[src/rtl/reg_serial_reader.sv]
// Serial read-out for the load/clear register: captures q_in on request and shifts it out
// as one framed word (start, LSB-first data, even parity, stop) on a single line.
module reg_serial_reader #(
  parameter int unsigned WIDTH   = 4,
  parameter int unsigned BIT_DIV = 4
) (
  input  logic             clk,
  input  logic             clr,
  input  logic [WIDTH-1:0] q_in,
  input  logic             sample,
  output logic             ready,
  output logic             busy,
  output logic             tx,
  output logic             done,
  output logic [7:0]       frame_cnt
);

  localparam int unsigned    IdxW    = (WIDTH > 1) ? $clog2(WIDTH) : 1;
  localparam logic [7:0]     DivLast = 8'(BIT_DIV - 1);
  localparam logic [IdxW-1:0] IdxLast = IdxW'(WIDTH - 1);

  typedef enum logic [2:0] {
    StIdle,
    StStart,
    StData,
    StParity,
    StStop
  } state_e;

  state_e            state_q, state_d;
  logic [7:0]        div_q, div_d;
  logic [IdxW-1:0]   idx_q, idx_d;
  logic [WIDTH-1:0]  shadow_q, shadow_d;
  logic [7:0]        cnt_q, cnt_d;
  logic              tx_q, tx_d;
  logic              ready_q, ready_d;
  logic              busy_q, busy_d;
  logic              done_q, done_d;
  logic              bit_end;

  assign bit_end = (div_q == DivLast);

  // Next-state, counters and shadow capture.
  always_comb begin
    state_d  = state_q;
    div_d    = div_q;
    idx_d    = idx_q;
    shadow_d = shadow_q;
    cnt_d    = cnt_q;
    done_d   = 1'b0;

    if (state_q != StIdle && !bit_end) begin
      div_d = div_q + 8'd1;
    end

    unique case (state_q)
      StIdle: begin
        if (sample) begin
          state_d  = StStart;
          shadow_d = q_in;
          div_d    = '0;
          idx_d    = '0;
        end
      end
      StStart: begin
        if (bit_end) begin
          state_d = StData;
          div_d   = '0;
          idx_d   = '0;
        end
      end
      StData: begin
        if (bit_end) begin
          div_d = '0;
          if (idx_q == IdxLast) begin
            state_d = StParity;
            idx_d   = '0;
          end else begin
            idx_d = idx_q + 1'b1;
          end
        end
      end
      StParity: begin
        if (bit_end) begin
          state_d = StStop;
          div_d   = '0;
        end
      end
      StStop: begin
        if (bit_end) begin
          state_d = StIdle;
          div_d   = '0;
          done_d  = 1'b1;
          cnt_d   = cnt_q + 8'd1;
        end
      end
      default: begin
        state_d = StIdle;
        div_d   = '0;
        idx_d   = '0;
      end
    endcase
  end

  // Outputs are computed from the next state so they register on the same edge as the state.
  always_comb begin
    tx_d    = 1'b1;
    ready_d = (state_d == StIdle);
    busy_d  = (state_d != StIdle);
    unique case (state_d)
      StIdle:   tx_d = 1'b1;
      StStart:  tx_d = 1'b0;
      StData:   tx_d = shadow_d[idx_d];
      StParity: tx_d = ^shadow_d;
      StStop:   tx_d = 1'b1;
      default:  tx_d = 1'b1;
    endcase
  end

  always_ff @(posedge clk or negedge clr) begin
    if (!clr) begin
      state_q  <= StIdle;
      div_q    <= '0;
      idx_q    <= '0;
      shadow_q <= '0;
      cnt_q    <= '0;
      tx_q     <= 1'b1;
      ready_q  <= 1'b1;
      busy_q   <= 1'b0;
      done_q   <= 1'b0;
    end else begin
      state_q  <= state_d;
      div_q    <= div_d;
      idx_q    <= idx_d;
      shadow_q <= shadow_d;
      cnt_q    <= cnt_d;
      tx_q     <= tx_d;
      ready_q  <= ready_d;
      busy_q   <= busy_d;
      done_q   <= done_d;
    end
  end

  assign tx        = tx_q;
  assign ready     = ready_q;
  assign busy      = busy_q;
  assign done      = done_q;
  assign frame_cnt = cnt_q;

endmodule

[config.mk]
export PLATFORM = sky130hd
export DESIGN_NAME = reg_serial_reader
export DESIGN_NICKNAME = d
export VERILOG_FILES = /design/src/rtl/reg_serial_reader.sv
export SDC_FILE = /design/constraint.sdc
export NUM_CORES = 1
export LEC_CHECK = 0
export ABC_AREA = 1
export CAP_MARGIN = 10
export CORE_ASPECT_RATIO = 1.4
export CORE_MARGIN = 2
export CORE_UTILIZATION = 50
export DETAILED_ROUTE_END_ITERATION = 10
export GPL_TIMING_DRIVEN = 0
export PLACE_DENSITY = 0.7
export SLEW_MARGIN = 0
export SYNTH_ARGS = -nofsm -noshare
export SYNTH_HDL_FRONTEND = slang
export SYNTH_SLANG_ARGS = --single-unit
[constraint.sdc]
create_clock -name clk -period 4.3 [get_ports clk]
set_input_delay 0.86 -clock clk [delete_from_list [all_inputs] [get_ports clk]]
set_output_delay 0.86 -clock clk [all_outputs]
set_load 0.005 [all_outputs]
==> out/metrics.csv, run 1 <==
stage,metric,value,unit
synth,ys_types,35,
synth,synth_ff_type,dfrtp_1,
cts,cts-root-buf,clkbuf_8,
cells_and_area,final_nets,235,
power_and_ir_drop,powerDensity,248,nW/um^2
timing,post-route-period-util,50.1,%
synth,avgSynthCellArea,8.58,um^2
power_and_ir_drop,p_total,0.000510,W
route,wl,3.16,mm
place,port_buffers,17,
route,drc,0,
synth,yosys.area.top_type,dfrtp_1,
timing,skew,0.00420,ns
synth,syn-num-nets,210,
cts,postCtsSetupBuffers,0,
timing,finalSetupViolCount,0,
route,wl_met2,1.78,mm
cts,clk_latency,0.28,ns
worst_setup_path,critPathMaxStageDelay,0.51,ns
place,placed_area,1960,um^2
cts,htreeDepth,2,
timing,tns,0,ns
cells_and_area,insertedDiodeCount,0,
route,wl_met1,1.23,mm
place,place_congestion,0.767,
floorplanning,io_pins,19,
place,dp_hpwl,2.57,mm
cts,clkTransAtPathRegs,0.07,ns
flow_run,maxCapViolCount,0,
synth,async_flop_share,100,%
floorplanning,die_w,53.5,um
outcome,status,"finished, final reports clean",
route,top_layer,met4,
route,viasPerCell,4.93,
timing,tightest_slew,0.764,ns
power_and_ir_drop,p_switching,0.000118,W
power_and_ir_drop,seqPwrFrac,53.6,%
worst_setup_path,start_kind,register,
cells_and_area,drive_gt1_share,28.3,%
worst_setup_path,endpoint_kind,output port,
synth,synth_edf_count,0,
grt,grt_max_degree,17,
timing,hold_violations,0,
power_and_ir_drop,p_clk_share,43.2,%
cells_and_area,area_growth,19.5,%
grt,grt_pass1_wl,5.64,mm
floorplanning,initial_core_util,51.3,%
worst_setup_path,critical_path_required,3.44,ns
cts,cts_tree,yes,
power_and_ir_drop,peakVddDrop,0.225,mV
floorplanning,die_area,3920,um^2
cts,cts_inserted_buffers,5,
synth,synth_area_leaders,"dfrtp_1 39%, nand2_1 9.2%, nand2_2 5.1%",
floorplanning,core-area,3350,um^2
floorplanning,core.rowCount,25,
route,first_pass_iters,4,
power_and_ir_drop,comb_power_share,3.2,%
timing,relSlewSlack,48.9,%
grt,gr-total-overflow,0,
grt,grtUsageTotal,19.7,%
worst_hold_path,min_path_type,reg2reg,
grt,antenna_found_initial,0,
grt,grt_pass1_vias,1304,
synth,synth-seq-area-share,42.4,%
synth,syn_inst,200,
timing,max_freq,464,MHz
timing,rsz0062_at_grt,no,
synth,netlist.area_leader.share,39.4,%
worst_setup_path,worst-path-buf-inv,1,
cells_and_area,design_area,2050,um^2
route,met3_length,82,um
timing,period_needed,2.16,ns
cts,cts_hold_buf,0,
synth,synthesis.area,1720,um^2
cts,cts_sinks,29,
power_and_ir_drop,sw_frac_of_total,23.1,%
power_and_ir_drop,leakage,1.04,nW
worst_setup_path,path_class,reg2out,
worst_setup_path,cp.arrival,1.30,ns
cells_and_area,final_util,61.3,%
worst_setup_path,critPathSlowestCell,dfstp_2,
power_and_ir_drop,p_int,0.000392,W
cells_and_area,final_common_cell,nand2_1,
route,antenna_left,0,
route,vias,1312,
timing,slew_viol_final,0,
floorplanning,die_h,73.3,um
worst_setup_path,path_cells,clkdlybuf4s50_1,
route,first_iter_violations,15,
route,wire_per_inst,11.9,um
synth,synth_seq_cells,29,
synth,yosys_warnings,0,
cells_and_area,layout_common_cells,"42 x nand2_1, 27 x dfrtp_1, 19 x inv_1",
cts,clockBufferDepth,2,
cts,post_cts_resized,0,
worst_setup_path,cp_max_fo,1,
worst_setup_path,path_delay_family,flip-flops,
## power groups by stage
stage,Sequential [W],Combinational [W],Clock (W)
6_report,0.000273,0.0000165,0.000220
5_1_grt,0.000273,0.0000187,0.000238
4_1_cts,0.000273,0.0000172,0.000225
3_5_place_dp,0.000278,0.0000172,0
3_3_place_gp,0.000278,0.0000135,0
2_1_floorplan,0.000278,0.00000282,0
## sequential cells by signal, indices dropped and copies added (netlist names)
register,cells
div_q,8
frame_cnt,8
shadow_q,4
state_q,3
idx_q,2
busy,1
done,1
ready,1
tx,1
## layer usage
layer	track usage (%)	up-vias
met2	34.2	14
met5	0	-
met1	21.8	617
li1	-	675
met4	8.55	0
met3	5.49	6
## metrics by stage
| stage | worst slack [ns] | instances | hold WS [ns] |
|---|---|---|---|
| after detailed placement | 2.14 | 258 | 0.470 |
| after CTS | 2.13 | 266 | 0.483 |
| after global placement | 1.88 | 257 | 0.462 |
| after global routing | 2.11 | 266 | 0.497 |
| after floorplan | 2.46 | 200 | 0.468 |
| final | 2.14 | 266 | 0.472 |
## area by class of cell
cell class,instances,area [um^2]
well taps,40,50.0
fillers,297,1300
flip-flops and latches,29,728
inverters,31,121
clock inverters,3,17.5
multi-input cells,139,862
plain buffers,1,5.00
clock buffers,5,68.8
repair buffers,18,198
## kinds of logic after synthesis
| kind of cell | after synthesis | synth area share, % |
|---|---|---|
| simple gates | 108 | 36.7 |
| buf+inv | 32 | 7.36 |
| flops | 29 | 42.4 |
| compound gates | 19 | 6.63 |
| xor+xnor | 8 | 4.08 |
| fa+ha+maj | 3 | 2.19 |
| mux | 1 | 0.656 |
## final timing paths
path / slack [ns] / to / startpoint / cells after the start
max: 2.14 / tx / tx$_DFF_PN1_ / 1
min: 0.47 / frame_cnt[7]$_DFFE_PN0P_ / frame_cnt[7]$_DFFE_PN0P_ / 1
max reg2reg: 2.57 / busy$_DFF_PN0_ / div_q[0]$_DFF_PN0_ / 12
min reg2reg: 0.47 / frame_cnt[7]$_DFFE_PN0P_ / frame_cnt[7]$_DFFE_PN0P_ / 1
max in group asynchronous: 2.66 / ready$_DFF_PN1_ / clr / 2
min in group asynchronous: 1.03 / div_q[0]$_DFF_PN0_ / clr / 1
## cell usage after synthesis, types with 5 or more instances
| cell type | n |
|---|---|
| a21oi_1 | 5 |
| dfrtp_1 | 27 |
| inv_1 | 19 |
| inv_2 | 11 |
| nand2_1 | 42 |
| nand2_2 | 14 |
| nand3_1 | 13 |
| nor2_1 | 11 |
| nor2_2 | 6 |
| nor2_4 | 5 |
| o21ai_1 | 5 |
| xor2_1 | 6 |
(Power assumes the default switching activity.)
==> run 2: changes to the inputs <==
- PLACE_DENSITY: 0.7 -> 0.73
- clock period: 4.3 -> 1.84 ns (I/O delays scaled with it)
==> out/metrics.csv, run 2 (synthesized netlist as in run 1, its figures left out) <==
stage,metric,value,unit,change
power_and_ir_drop,p_clk_share,42.1,%,-1.1 points
power_and_ir_drop,peakVddDrop,0.456,mV,+100%
power_and_ir_drop,comb_power_share,3.2,%,about the same
cells_and_area,drive_gt1_share,28.9,%,+0.63 points
place,dp_hpwl,2.31,mm,-10%
cts,cts-root-buf,clkbuf_8,,
grt,grt_pass1_vias,1203,,-7.7%
cts,cts_tree,yes,,
worst_setup_path,path_cells,clkdlybuf4s50_1,,
timing,max_freq,606,MHz,
route,wire_per_inst,10.9,um,-7.8%
power_and_ir_drop,p_switching,0.000251,W,+110%
cells_and_area,layout_common_cells,"42 x nand2_1, 27 x dfrtp_1, 19 x inv_1",,
route,vias,1305,,-0.53%
worst_setup_path,r2r_setup_slack,0.20,ns,-2.37 ns
worst_setup_path,worst-path-buf-inv,1,,unchanged
floorplanning,initial_core_util,51.3,%,unchanged
grt,grt_max_degree,19,,+2
worst_hold_path,min_path_type,reg2reg,,
worst_setup_path,cp_max_fo,1,,unchanged
cts,htreeDepth,2,,unchanged
timing,tightest_slew,0.633,ns,-0.131 ns
worst_setup_path,critPathSlowestCell,dfstp_2,,
grt,grt_pass1_wl,5.18,mm,-8.1%
timing,hold_violations,0,,unchanged
power_and_ir_drop,p_int,0.000916,W,+130%
place,port_buffers,17,,unchanged
worst_setup_path,critPathMaxStageDelay,0.52,ns,about the same
timing,finalSetupViolCount,0,,unchanged
timing,post-route-period-util,89.6,%,
route,antenna_left,0,,unchanged
floorplanning,die_w,53.5,um,unchanged
cts,cts_hold_buf,0,,unchanged
worst_setup_path,path_class,reg2out,,
timing,relSlewSlack,57.7,%,+8.8 points
cells_and_area,final_nets,237,,+0.85%
cts,cts_inserted_buffers,5,,unchanged
route,first_iter_violations,23,,+8
grt,antenna_found_initial,0,,unchanged
power_and_ir_drop,leakage,1.04,nW,+0.86%
cells_and_area,area_growth,20.8,%,
grt,grtUsageTotal,18.4,%,-1.3 points
power_and_ir_drop,sw_frac_of_total,21.5,%,-1.6 points
worst_setup_path,start_kind,register,,
worst_setup_path,critical_path_required,1.47,ns,-1.97 ns
floorplanning,io_pins,19,,unchanged
place,post-place-ws,0.0660,ns,-2.07 ns
flow_run,maxCapViolCount,0,,unchanged
power_and_ir_drop,seqPwrFrac,54.6,%,+1.0 points
timing,slew_viol_final,0,,unchanged
route,drc,0,,unchanged
timing,setup_ws,0.191,ns,-1.95 ns
route,wl,2.93,mm,-7.2%
worst_setup_path,path_delay_family,flip-flops,,
cells_and_area,insertedDiodeCount,0,,unchanged
timing,rsz0062_at_grt,no,,
outcome,status,"finished, final reports clean",,
power_and_ir_drop,powerDensity,563,nW/um^2,+130%
floorplanning,core-area,3350,um^2,unchanged
floorplanning,die_area,3920,um^2,unchanged
timing,period_needed,1.65,ns,
worst_setup_path,cp.arrival,1.28,ns,-0.02 ns
worst_setup_path,endpoint_kind,output port,,
cells_and_area,final_util,62.0,%,+0.71 points
route,viasPerCell,4.87,,-1.3%
timing,skew,0.00644,ns,+0.00224 ns
cts,cts_sinks,29,,unchanged
place,place_congestion,0.772,,+0.72%
cts,clkTransAtPathRegs,0.06,ns,about the same
cts,clockBufferDepth,2,,unchanged
route,first_pass_iters,4,,unchanged
grt,gr-total-overflow,0,,unchanged
floorplanning,core.rowCount,25,,unchanged
cts,clk_latency,0.28,ns,about the same
floorplanning,die_h,73.3,um,unchanged
cells_and_area,final_common_cell,nand2_1,,
run 2: changes by cell type in the layout (fill, tap and decap cells not counted), sizes merged:
cell,before,now
clkbuf,6,7
buf,1,3
clkinvlp,1,0
run 2: final timing paths:
kind / cells past startpoint / end / startpoint
min in group asynchronous: 1 / frame_cnt[2]$_DFFE_PN0P_ / clr
hold reg to reg: 1 / frame_cnt[7]$_DFFE_PN0P_ / frame_cnt[7]$_DFFE_PN0P_
max in group asynchronous: 2 / div_q[3]$_DFF_PN0_ / clr
setup / recovery: 1 / tx / tx$_DFF_PN1_
setup reg to reg: 12 / busy$_DFF_PN0_ / div_q[0]$_DFF_PN0_
hold / removal: 1 / frame_cnt[7]$_DFFE_PN0P_ / frame_cnt[7]$_DFFE_PN0P_
run 2: routing by layer:
| metal | up-vias | wire (um) | global-route usage (%) | share of wire (%) |
|---|---|---|---|---|
| met5 | - | 0 | 0 | 0 |
| met4 | 0 | 58 | 7.69 | 2.0 |
| met3 | 6 | 83 | 5.49 | 2.8 |
| met2 | 16 | 1590 | 31.3 | 54 |
| met1 | 598 | 1200 | 21.0 | 41 |
| li1 | 685 | - | - | - |
run 2: per-stage QoR:
step           std cells  hold WS, ns  setup TNS, ns  total power, W  instance area, um^2
2_1_floorplan        200       0.0724              0        0.000656                 1720
6_report             268        0.466              0         0.00117                 2070
5_1_grt              268        0.509              0         0.00122                 2070
3_3_place_gp         257        0.461          -3.38        0.000682                 1940
4_1_cts              266        0.474              0         0.00118                 2050
3_5_place_dp         258        0.462              0        0.000689                 1960
run 2: repair_timing:
action | 4_1_cts | 5_1_grt
buffers inserted | 0 | 2
gates resized for setup | 0 | 2
endpoints found under the setup margin | 0 | 5
run 2: power groups by stage:
stage	clock [W]	sequential (W)	combinational, W
after floorplan	0	0.000650	0.00000659
after global placement	0	0.000650	0.0000322
after detailed placement	0	0.000649	0.0000395
after CTS	0.000506	0.000638	0.0000396
after global routing	0.000536	0.000638	0.0000445
final	0.000492	0.000638	0.0000379
run 2: final cells by class:
cell class              count  area (um^2)
plain buffers               1         5.00
clock buffers               6         72.6
fillers                   310         1270
inverters                  31          121
flip-flops and latches     29          728
repair buffers             20          213
multi-input cells         139          875
clock inverters             2         10.0
well taps                  40         50.0
==> run 3: changes to the inputs <==
- REMOVE_ABC_BUFFERS: not set -> 1
- SKIP_LAST_GASP: not set -> 1
==> out/metrics.csv, run 3 (synthesized netlist as in run 1, its figures left out) <==
stage,metric,value,unit,change
grt,grt_pass1_vias,1227,,+2.0%
floorplanning,die_w,53.5,um,unchanged
cts,cts_sinks,29,,unchanged
timing,finalSetupViolCount,0,,unchanged
grt,grt_pass1_wl,5.22,mm,+0.81%
place,place_congestion,0.766,,-0.75%
timing,max_freq,598,MHz,-1.4%
timing,hold_violations,0,,unchanged
cts,cts-root-buf,clkbuf_8,,
flow_run,maxCapViolCount,0,,unchanged
floorplanning,initial_core_util,51.3,%,unchanged
floorplanning,core-area,3350,um^2,unchanged
grt,antenna_found_initial,0,,unchanged
route,viasPerCell,4.91,,+0.84%
worst_setup_path,start_kind,register,,
grt,grtUsageTotal,18.1,%,-0.26 points
power_and_ir_drop,sw_frac_of_total,22.6,%,+1.1 points
power_and_ir_drop,peakVddDrop,0.384,mV,-16%
worst_setup_path,critPathSlowestCell,dfrtp_1,,
cts,cts_inserted_buffers,5,,unchanged
place,dp_cells,258,,unchanged
cts,clk_latency,0.28,ns,about the same
worst_setup_path,critical_path_required,2.02,ns,+0.55 ns
worst_setup_path,path_class,reg2reg,,
cells_and_area,fin_cells,267,,-0.37%
power_and_ir_drop,comb_power_share,3.3,%,about the same
floorplanning,die_h,73.3,um,unchanged
route,wire_per_inst,11.0,um,+0.75%
cts,clkTransAtPathRegs,0.06,ns,about the same
grt,grt_max_degree,16,,-3
worst_setup_path,worst-path-buf-inv,4,,+3
timing,relSlewSlack,47.9,%,-9.7 points
floorplanning,die_area,3920,um^2,unchanged
cells_and_area,area_growth,20.1,%,
cells_and_area,final_util,61.6,%,-0.37 points
worst_setup_path,path_delay_family,simple AND/OR/NAND/NOR gates,,
power_and_ir_drop,p_int,0.000918,W,+0.14%
outcome,status,"finished, final reports clean",,
cells_and_area,nFillCells,307,,-0.97%
route,vias,1311,,+0.46%
cells_and_area,final_common_cell,nand2_1,,
cts,cts_hold_buf,0,,unchanged
cts,htreeDepth,2,,unchanged
cells_and_area,insertedDiodeCount,0,,unchanged
route,first_iter_violations,18,,-22%
timing,post-route-period-util,90.9,%,+1.3 points
worst_hold_path,min_path_type,reg2reg,,
route,drc,0,,unchanged
floorplanning,io_pins,19,,unchanged
power_and_ir_drop,p_switching,0.000268,W,+6.5%
timing,period_needed,1.67,ns,+0.0237 ns
cells_and_area,final_nets,236,,-0.42%
grt,gr-total-overflow,0,,unchanged
route,wl,2.95,mm,+0.37%
route,antenna_left,0,,unchanged
worst_setup_path,endpoint_kind,register,,
cells_and_area,layout_common_cells,"42 x nand2_1, 27 x dfrtp_1, 19 x inv_1",,
power_and_ir_drop,leakage,1.04,nW,-0.56%
timing,holdWs,0.470,ns,+0.00392 ns
timing,tns,0,ns,unchanged
place,dp_hpwl,2.24,mm,-2.8%
timing,tightest_slew,0.778,ns,+0.146 ns
power_and_ir_drop,powerDensity,575,nW/um^2,+2.1%
timing,rsz0062_at_grt,no,,
power_and_ir_drop,p_clk_share,42.9,%,+0.8 points
route,first_pass_iters,4,,unchanged
cts,cts_tree,yes,,
timing,skew,0.00347,ns,-0.00297 ns
cts,clockBufferDepth,2,,unchanged
worst_setup_path,path_cells,ha_2 -> nand2_2 -> nor2_4 -> nand2_8 -> clkinv_4 -> nor2_1 -> nor2_4 -> inv_2 -> nor2_2 -> inv_1 -> nor2_2 -> inv_2,,
worst_setup_path,cp_max_fo,8,,+7
worst_setup_path,cp.arrival,1.85,ns,+0.57 ns
cells_and_area,drive_gt1_share,28.2,%,-0.75 points
timing,slew_viol_final,0,,unchanged
worst_setup_path,critPathMaxStageDelay,0.38,ns,-0.14 ns
place,port_buffers,18,,+1
power_and_ir_drop,seqPwrFrac,53.8,%,-0.8 points
floorplanning,core.rowCount,25,,unchanged
[run 3: cell types whose count changed in the layout (fill, tap and decap cells not counted)]
| cell | before | now |
|---|---|---|
| ha_2 | 0 | 1 |
| clkdlybuf4s50_1 | 17 | 18 |
| clkbuf_2 | 1 | 0 |
| buf_4 | 2 | 1 |
| ha_4 | 1 | 0 |
[run 3: stage by stage]
stage	setup slack (ns)	area [um^2]	total power, W
after floorplan	0.276	1710	0.000653
after global placement	-0.124	1940	0.000683
after detailed placement	-0.135	1970	0.000690
after CTS	0.0802	2050	0.00120
after global routing	0.0153	2060	0.00123
final	0.167	2060	0.00119
[run 3: metal layers]
layer / part of all wire (%) / vias up / global-route usage [%] / wire (um)
li1: - / 681 / - / -
met4: 2.7 / 0 / 8.83 / 79
met2: 51 / 18 / 30.5 / 1520
met3: 2.7 / 10 / 4.88 / 80
met5: 0 / - / 0 / 0
met1: 43 / 602 / 20.8 / 1270
[run 3: final cells by class]
type	instances	area (um^2)	area share, %
Tap cell	40	50.0	2.43
Sequential cell	29	728	35.3
Clock buffer	6	72.6	3.52
Inverter	31	121	5.89
Clock inverter	2	10.0	0.485
Multi-Input combinational cell	139	865	41.9
Timing Repair Buffer	20	215	10.4
[run 3: power by group through the flow]
stage | Combinational (W) | Clock (W) | Sequential, W
finish | 0.0000391 | 0.000509 | 0.000638
global route | 0.0000451 | 0.000549 | 0.000637
CTS | 0.0000408 | 0.000520 | 0.000638
detailed placement | 0.0000408 | 0 | 0.000649
global placement | 0.0000332 | 0 | 0.000650
floorplan | 0.00000335 | 0 | 0.000650
[run 3: worst paths after layout]
| path | end | depth (start not counted) | slack [ns] | startpoint |
|---|---|---|---|---|
| worst min register to register | frame_cnt[7]$_DFFE_PN0P_ | 1 | 0.47 | frame_cnt[7]$_DFFE_PN0P_ |
| worst min-delay path | frame_cnt[7]$_DFFE_PN0P_ | 1 | 0.47 | frame_cnt[7]$_DFFE_PN0P_ |
| worst max-delay path | busy$_DFF_PN0_ | 12 | 0.17 | div_q[0]$_DFF_PN0_ |
| min in group asynchronous | div_q[4]$_DFF_PN0_ | 1 | 0.54 | clr |
| max in group asynchronous | frame_cnt[0]$_DFFE_PN0P_ | 2 | 0.76 | clr |
| worst max register to register | busy$_DFF_PN0_ | 12 | 0.17 | div_q[0]$_DFF_PN0_ |
[run 3: timing repair]
| action | 4_1_cts | 5_1_grt |
|---|---|---|
| buffers inserted | 0 | 1 |
| gates resized for setup | 0 | 1 |
| setup endpoints to repair | 0 | 4 |
